===== src/rtl/m_stage_lsu.sv =====
// Memory-stage load/store unit: runs one req/ack data-memory transaction per
// load/store, stalls the pipeline meanwhile, and feeds the W-stage register.
module m_stage_lsu #(
  parameter int MAX_WAIT = 255
) (
  input  logic        clk,
  input  logic        reset,
  input  logic [31:0] M_instr,
  input  logic [31:0] M_pc,
  input  logic [31:0] M_GRF_RD2,
  input  logic [4:0]  M_GRF_WA,
  input  logic [31:0] M_ALU_result,
  input  logic [1:0]  Tnew_M,
  output logic        dm_req,
  output logic        dm_we,
  output logic [31:0] dm_addr,
  output logic [3:0]  dm_be,
  output logic [31:0] dm_wdata,
  input  logic        dm_ack,
  input  logic [31:0] dm_rdata,
  output logic        M_stall,
  output logic        dm_timeout,
  output logic [31:0] W_instr,
  output logic [31:0] W_pc,
  output logic [4:0]  W_GRF_WA,
  output logic [31:0] W_result,
  output logic [1:0]  Tnew_W
);

  localparam logic [5:0] OP_LW  = 6'b100011;
  localparam logic [5:0] OP_LH  = 6'b100001;
  localparam logic [5:0] OP_LHU = 6'b100101;
  localparam logic [5:0] OP_LB  = 6'b100000;
  localparam logic [5:0] OP_LBU = 6'b100100;
  localparam logic [5:0] OP_SW  = 6'b101011;
  localparam logic [5:0] OP_SH  = 6'b101001;
  localparam logic [5:0] OP_SB  = 6'b101000;
  localparam logic [7:0] LAST_WAIT = 8'(MAX_WAIT - 1);

  typedef enum logic [1:0] {IDLE, REQ, DONE} state_t;

  state_t      state;
  logic [7:0]  wait_cnt;
  logic [31:0] rdata_buf;
  logic [5:0]  opcode;
  logic        is_load;
  logic        is_store;
  logic        mem_op;
  logic [3:0]  store_be;
  logic [31:0] store_wdata;

  function automatic logic [31:0] load_extend(input logic [5:0] op, input logic [1:0] a,
                                              input logic [31:0] w);
    logic [15:0] h;
    logic [7:0]  b;
    h = a[1] ? w[31:16] : w[15:0];
    b = w[{a, 3'b000} +: 8];
    case (op)
      OP_LH:   return {{16{h[15]}}, h};
      OP_LHU:  return {16'h0000, h};
      OP_LB:   return {{24{b[7]}}, b};
      OP_LBU:  return {24'h000000, b};
      default: return w;
    endcase
  endfunction

  assign opcode   = M_instr[31:26];
  assign is_load  = (opcode == OP_LW) || (opcode == OP_LH) || (opcode == OP_LHU) ||
                    (opcode == OP_LB) || (opcode == OP_LBU);
  assign is_store = (opcode == OP_SW) || (opcode == OP_SH) || (opcode == OP_SB);
  assign mem_op   = is_load || is_store;

  // The stall must already be high in the IDLE cycle that launches the request.
  assign M_stall = (state == REQ) || ((state == IDLE) && mem_op);

  always_comb begin
    store_be    = 4'b0000;
    store_wdata = M_GRF_RD2;
    case (opcode)
      OP_SW: store_be = 4'b1111;
      OP_SH: begin
        store_be    = M_ALU_result[1] ? 4'b1100 : 4'b0011;
        store_wdata = {2{M_GRF_RD2[15:0]}};
      end
      OP_SB: begin
        store_be    = 4'b0001 << M_ALU_result[1:0];
        store_wdata = {4{M_GRF_RD2[7:0]}};
      end
      default: ;
    endcase
  end

  always_ff @(posedge clk) begin
    if (!reset) begin
      state      <= IDLE;
      wait_cnt   <= 8'd0;
      rdata_buf  <= 32'd0;
      dm_req     <= 1'b0;
      dm_we      <= 1'b0;
      dm_addr    <= 32'd0;
      dm_be      <= 4'b0000;
      dm_wdata   <= 32'd0;
      dm_timeout <= 1'b0;
      W_instr    <= 32'd0;
      W_pc       <= 32'd0;
      W_GRF_WA   <= 5'd0;
      W_result   <= 32'd0;
      Tnew_W     <= 2'd0;
    end else begin
      dm_timeout <= 1'b0;
      case (state)
        IDLE: if (mem_op) begin
          state    <= REQ;
          dm_req   <= 1'b1;
          dm_we    <= is_store;
          dm_addr  <= {M_ALU_result[31:2], 2'b00};
          dm_be    <= store_be;
          dm_wdata <= store_wdata;
          wait_cnt <= 8'd0;
        end
        REQ: begin
          // Ack beats the timeout when both land on the same cycle.
          if (dm_ack) begin
            dm_req    <= 1'b0;
            rdata_buf <= dm_rdata;
            state     <= DONE;
          end else if (wait_cnt == LAST_WAIT) begin
            dm_req     <= 1'b0;
            rdata_buf  <= 32'd0;
            dm_timeout <= 1'b1;
            state      <= DONE;
          end else begin
            wait_cnt <= wait_cnt + 8'd1;
          end
        end
        DONE:    state <= IDLE;
        default: state <= IDLE;
      endcase

      // W-stage register: bubble while stalled.
      if (M_stall) begin
        W_instr  <= 32'd0;
        W_pc     <= 32'd0;
        W_GRF_WA <= 5'd0;
        W_result <= 32'd0;
        Tnew_W   <= 2'd0;
      end else begin
        W_instr  <= M_instr;
        W_pc     <= M_pc;
        W_GRF_WA <= M_GRF_WA;
        W_result <= is_load ? load_extend(opcode, M_ALU_result[1:0], rdata_buf) : M_ALU_result;
        Tnew_W   <= (Tnew_M != 2'd0) ? Tnew_M - 2'd1 : 2'd0;
      end
    end
  end

endmodule


===== config.mk =====
export PLATFORM = sky130hd
export DESIGN_NAME = m_stage_lsu
export DESIGN_NICKNAME = d
export VERILOG_FILES = /design/src/rtl/m_stage_lsu.sv
export SDC_FILE = /design/constraint.sdc
export NUM_CORES = 1
export LEC_CHECK = 0
export ABC_AREA = 1
export CORE_ASPECT_RATIO = 0.5
export CORE_UTILIZATION = 30
export CTS_BUF_LIST = sky130_fd_sc_hd__clkbuf_8
export DETAILED_ROUTE_END_ITERATION = 8
export SLEW_MARGIN = 25
export SYNTH_ARGS = -nofsm -noshare
export SYNTH_HDL_FRONTEND = slang
export SYNTH_SLANG_ARGS = --single-unit

===== constraint.sdc =====
create_clock -name clk -period 4.9 [get_ports clk]
set_clock_uncertainty 0.2 [all_clocks]
set_input_delay 0.98 -clock clk [delete_from_list [all_inputs] [get_ports clk]]
set_output_delay 0.98 -clock clk [all_outputs]
set_load 0.05 [all_outputs]

==> results.ini, run 1 <==
[outcome]
status = finished, final reports clean

[cts]
clkSlewWorstSetupHoldPaths_ps = 70
holdBufCountCts = 0
post_cts_buffers = 0
cts_tree = built
clk_latency_ps = 520
cts_resized = 0
clockBufferDepth = 3
cts_root_buf = clkbuf_8
cts-buffers-inserted = 35
htreeDepth = 2
cts.sinks = 214

[yosys]
syn_inst = 1126
netlist_area_um2 = 8260
ys_warn_count = 0
synthFlopType = dfxtp_1
synth_xor_area_share_pct = 0.424
synthAdderAreaFrac_pct = 0.454
synth_common_cells = nand2_1, dfxtp_1, nor2_1
ys_ff_latch = 214
yosysTopAreaCell = dfxtp_1
synth_compound_area_share_pct = 11.0
synth_mux_area_share_pct = 0.121
synth.area.top_cells = dfxtp_1, nand2_1, nor2_1
synth_top_family_by_area = simple AND/OR/NAND/NOR gates
ys_seq_area_share_pct = 51.9
synth_edf_count = 0
async_flop_share_pct = 0
synth_simple_gate_area_share_pct = 26.1
yosysMostFrequentCell = nand2_1
ys_types = 34
synth_top_area_share_pct = 51.9
syn_area_per_cell_um2 = 7.34

[global_routing]
met3_usage_pct = 3.57
gr-total-overflow = 0
grt-busiest-layer = met2
first_global_vias = 7726
grt_util_met2_pct = 32.9
grt_util_all_layers_pct = 19.6
grt_pass1_wl_um = 43300
grt_max_degree = 74
antenna_found_initial = 0
met1_usage_pct = 25.8

[hold_path]
whs_endpoint = dm_wdata[17]
min_path_cells = 2
hp-class = flop to flop
hold_start = dm_wdata[17]

[pwr]
p_sw_mw = 1.28
p_clk_share_pct = 38.4
p_sw_share_pct = 29.1
fin_total_pwr_mw = 4.39
p_int_mw = 3.12
power.density_nw_per_um2 = 347
ir_worst_vdd_mv = 0.125
power_frac_seq_pct = 42.4
combPwrFrac_pct = 19.2
power.leakage_nw = 5.47

[floorplanning]
die_w_um = 237
core-area_um2 = 26700
dieArea_um2 = 28200
io_pins = 345
initial_core_util_pct = 30.9
fp-row-count = 42
die_h_um = 119

[detailed_routing]
wirelength_um = 28400
drcViolationCount = 0
wl_per_cell_um = 15.6
ant_nets = 0
viasPerCell = 4.48
first_pass_iters = 5
drt-initial-drc-count = 486
vias = 8185

[critical_path]
start_kind = primary input
cp.arrival_ps = 2850
critical_path_class = primary input to output pin
rrSetupSlack_ps = 2740
r2r_start = state[0]
crit_path_end_kind = output pin
worstReg2RegEnd = rdata_buf[12]
crit_required_ps = 3720
crit_fanout = 11
r2r_cells = 6

[sta]
finalMaxSlewViolations = 0
finalSetupViolCount = 0
hold_viol = 0
fmaxAchievable_ghz = 0.248
finalSetupTns_ps = 0
tightest_slew_ps = 763
finalCriticalPeriod_ps = 4030
rsz0062_at_grt = false
slew_headroom_pct = 49.1
period_share_pct = 82.3

[placed_design]
dp_hpwl_um = 21500
port_buffers = 342
gp_congestion = 0.958

[final_layout]
layout-drive-gt1-share_pct = 5.48
fillers = 2640
area_growth_pct = 53.4
finalCoreUtilization_pct = 47.4
diodes = 0
nNetsFinal = 1628

[flow_run]
maxCapViolCount = 0

[state kept, by name, indices dropped and copies added (netlist names)]
register	count
wait_cnt	8
Tnew_W	2
W_GRF_WA	5
state	2
W_pc	32
dm_we	1
dm_addr	30
dm_wdata	32
dm_req	1
W_instr	32
rdata_buf	32
dm_be	4
W_result	32
dm_timeout	1
[worst max-delay path: stages]
cell,delay (ps)
clkdlybuf4s50_1,530
inv_1,70
nor2_1,140
nand3_1,360
nand3_2,230
nor2_4,60
nor2_8,150
nor2_4,70
inv_1,60
buf_4,190
[final cells by class]
type | instances | area, um^2 | share of cell area [%]
multi-input combinational | 722 | 3180 | 25.1
clock inverter | 11 | 95.1 | 0.751
clock buffer | 48 | 661 | 5.21
inverter | 132 | 497 | 3.92
sequential | 214 | 4280 | 33.8
tap | 352 | 440 | 3.48
timing repair buffer | 350 | 3510 | 27.7
[cell families (layout without fill, tap and decap cells)]
group,count (synthesis),count (layout)
buffers and inverters,191,541
xor gates and xnor gates,4,4
muxes,1,1
other,1,2
DFF,214,214
and+or+nand+nor,533,533
AOI/OAI and AO/OA,179,179
adders and majority gates,3,3
[through the flow]
stage               cell area (um^2)  setup WS [ps]  hold slack [ps]  std cells
global route                   12700            739              268       1829
CTS                            12700            898              253       1828
finish                         12700            870              251       1829
detailed placement             11900            879              238       1769
global placement               11900            939              239       1769
floorplan                       8260           1730              241       1127
[worst max path at each step]
stage	startpoint	end	cells past startpoint
final	M_instr[26]	M_stall	10
after global routing	M_instr[26]	M_stall	10
after CTS	M_instr[26]	M_stall	10
after detailed placement	M_instr[26]	M_stall	10
after global placement	M_instr[26]	M_stall	10
after floorplan	M_instr[31]	M_stall	8
[power groups by stage]
stage | logic (mW) | clock network [mW] | registers [mW]
3_3_place_gp | 0.840 | 0 | 1.90
5_1_grt | 0.888 | 1.83 | 1.87
6_report | 0.842 | 1.69 | 1.86
2_1_floorplan | 0.190 | 0 | 2.19
3_5_place_dp | 0.845 | 0 | 1.90
4_1_cts | 0.848 | 1.74 | 1.86
[layout by cell type (no fill, tap or decap), drive strengths merged]
| cell type | count |
|---|---|
| xnor2 | 2 |
| inv | 138 |
| o31ai | 1 |
| ha | 3 |
| a21oi | 90 |
| nand2 | 305 |
| dfxtp | 214 |
| nor4 | 1 |
| o21ai | 81 |
| clkinv | 3 |
| nand4 | 3 |
| clkdlybuf4s50 | 341 |
| or2 | 5 |
| nand3 | 52 |
| mux2i | 1 |
| o22ai | 4 |
| nor3 | 5 |
| o211ai | 3 |
| bufinv | 2 |
| clkbuf | 48 |
| nor3b | 1 |
| conb | 2 |
| buf | 9 |
| nor2 | 161 |
| xor2 | 2 |
[layer usage]
layer | up-vias | share of wire [%]
li1 | 4144 | -
met1 | 3780 | 45
met2 | 229 | 49
met5 | - | 0
met3 | 32 | 4.7
met4 | 0 | 1.4
Note: power is estimated with default switching activity, not from simulation.
==> inputs of run 2 (changes only) <==
==> constraint.sdc (replaced) <==
create_clock -name clk -period 3.6 [get_ports clk]
set_clock_uncertainty 0.2 [all_clocks]
set_input_delay 0.72 -clock clk [delete_from_list [all_inputs] [get_ports clk]]
set_output_delay 0.72 -clock clk [all_outputs]
set_load 0.05 [all_outputs]
==> run 2 against run 1 <==
  * Total power increased by 32%
  * Count of clock-buffer cells in the layout is 8 lower
  * Non-clock buffer count grew 8
  * Critical path depth unchanged
  * Critical path type unchanged
  * Critical endpoint unchanged
  * Sequential share of layout area increased by 0.070 points
  * Die area unchanged
  * Worst hold slack gained 1.6 ps
  * Routed wire length down 0.20%
  * Clock power up 24%
==> results.ini, run 2 (synthesis gave the netlist of run 1 again) <==
[pwr]
ir_worst_vdd_mv = 0.159
fin_total_pwr_mw = 5.79
power.leakage_nw = 5.45
power.density_nw_per_um2 = 458

[detailed_routing]
wirelength_um = 28400
ant_nets = 0
first_pass_iters = 4
drt-initial-drc-count = 463
vias = 8169
drcViolationCount = 0
viasPerCell = 4.46
wl_per_cell_um = 15.5

[cts]
holdBufCountCts = 0
htreeDepth = 2
cts_resized = 0
clk_latency_ps = 510
cts_tree = built
cts.sinks = 214
clockBufferDepth = 3
clkSlewWorstSetupHoldPaths_ps = 60
post_cts_buffers = 0
cts-buffers-inserted = 34
cts_root_buf = clkbuf_8

[placed_design]
dp.cells = 1778
gp_congestion = 0.894
dp_hpwl_um = 21500
port_buffers = 342

[sta]
rsz0062_at_grt = false
finalSetupTns_ps = 0
finalSetupViolCount = 0
finalCriticalPeriod_ps = 3220
period_share_pct = 89.4
fmaxAchievable_ghz = 0.311
finalMaxSlewViolations = 0
hold_viol = 0
tightest_slew_ps = 761
slew_headroom_pct = 49.2

[global_routing]
gr-total-overflow = 0
antenna_found_initial = 0
grt_util_all_layers_pct = 19.3
grt_pass1_wl_um = 42800
first_global_vias = 7780
grt_max_degree = 66

[final_layout]
fillers = 2608
layout_commonest_cell = clkdlybuf4s50_1
layout-drive-gt1-share_pct = 5.74
final_cells = 1832
diodes = 0
area_growth_pct = 53.1
finalCoreUtilization_pct = 47.3
nNetsFinal = 1635
final_cell_mix = clkdlybuf4s50_1, nand2_1, dfxtp_1, nor2_1, inv_1

[floorplanning]
io_pins = 345
dieArea_um2 = 28200
core-area_um2 = 26700
initial_core_util_pct = 30.9
fp-row-count = 42
die_h_um = 119
die_w_um = 237

[critical_path]
critical_path_class = primary input to output pin
crit_required_ps = 2680
crit_fanout = 7
cp.arrival_ps = 2300
start_kind = primary input
crit_path_end_kind = output pin

[outcome]
status = finished, final reports clean

[hold_path]
hp-class = flop to flop

[flow_run]
maxCapViolCount = 0

-- run 2: cell types whose count changed in the layout (fill, tap and decap cells not counted), moves of 2 or more --
cell / before / now
buf_4: 6 / 14
clkinvlp_4: 0 / 2
clkbuf_8: 48 / 40
inv_1: 136 / 134
clkinv_2: 2 / 5
-- run 2: worst max-delay path: stages --
cell and delay, ps:
clkdlybuf4s50_1 490, inv_1 90, nor2_2 160, o211ai_1 150, inv_1 150, nor2_4 70, nor2_8 150, nor2_4 60
inv_1 70, buf_4 190
-- run 2: area by class of cell --
type | count | area (um^2) | share of cell area [%]
sequential | 214 | 4280 | 33.9
timing repair buffer | 358 | 3580 | 28.3
multi-input combinational | 722 | 3180 | 25.1
clock buffer | 40 | 551 | 4.35
inverter | 132 | 497 | 3.93
tap | 352 | 440 | 3.48
clock inverter | 14 | 118 | 0.930
-- run 2: worst paths after layout --
path / cells after the start / start / to / slack, ps
setup / recovery: 10 / M_instr[29] / M_stall / 380
hold reg to reg: 2 / dm_wdata[3] / dm_wdata[3] / 250
hold / removal: 2 / dm_wdata[3] / dm_wdata[3] / 250
setup reg to reg: 7 / state[0] / rdata_buf[14] / 1690
-- run 2: routing by layer --
layer | up-vias | GRT usage (%) | routed length, um
met5 | - | 0 | 0
met2 | 204 | 32.8 | 13700
met1 | 3755 | 25.0 | 12700
met4 | 0 | 6.13 | 716
met3 | 57 | 3.01 | 1260
li1 | 4153 | - | -
-- run 2: power by group --
part	switching [mW]	internal, mW	total, mW
clock	0.951	1.15	2.10
sequential	0.0482	2.49	2.54
combinational	0.720	0.434	1.15
total	1.72	4.07	5.79
-- run 2: per-stage QoR --
step           worst slack [ps]  hold slack (ps)  area [um^2]
2_1_floorplan               946              241         8260
3_3_place_gp                405              239        12000
3_5_place_dp                311              242        12000
4_1_cts                     380              256        12600
5_1_grt                     289              264        12600
6_report                    381              253        12600
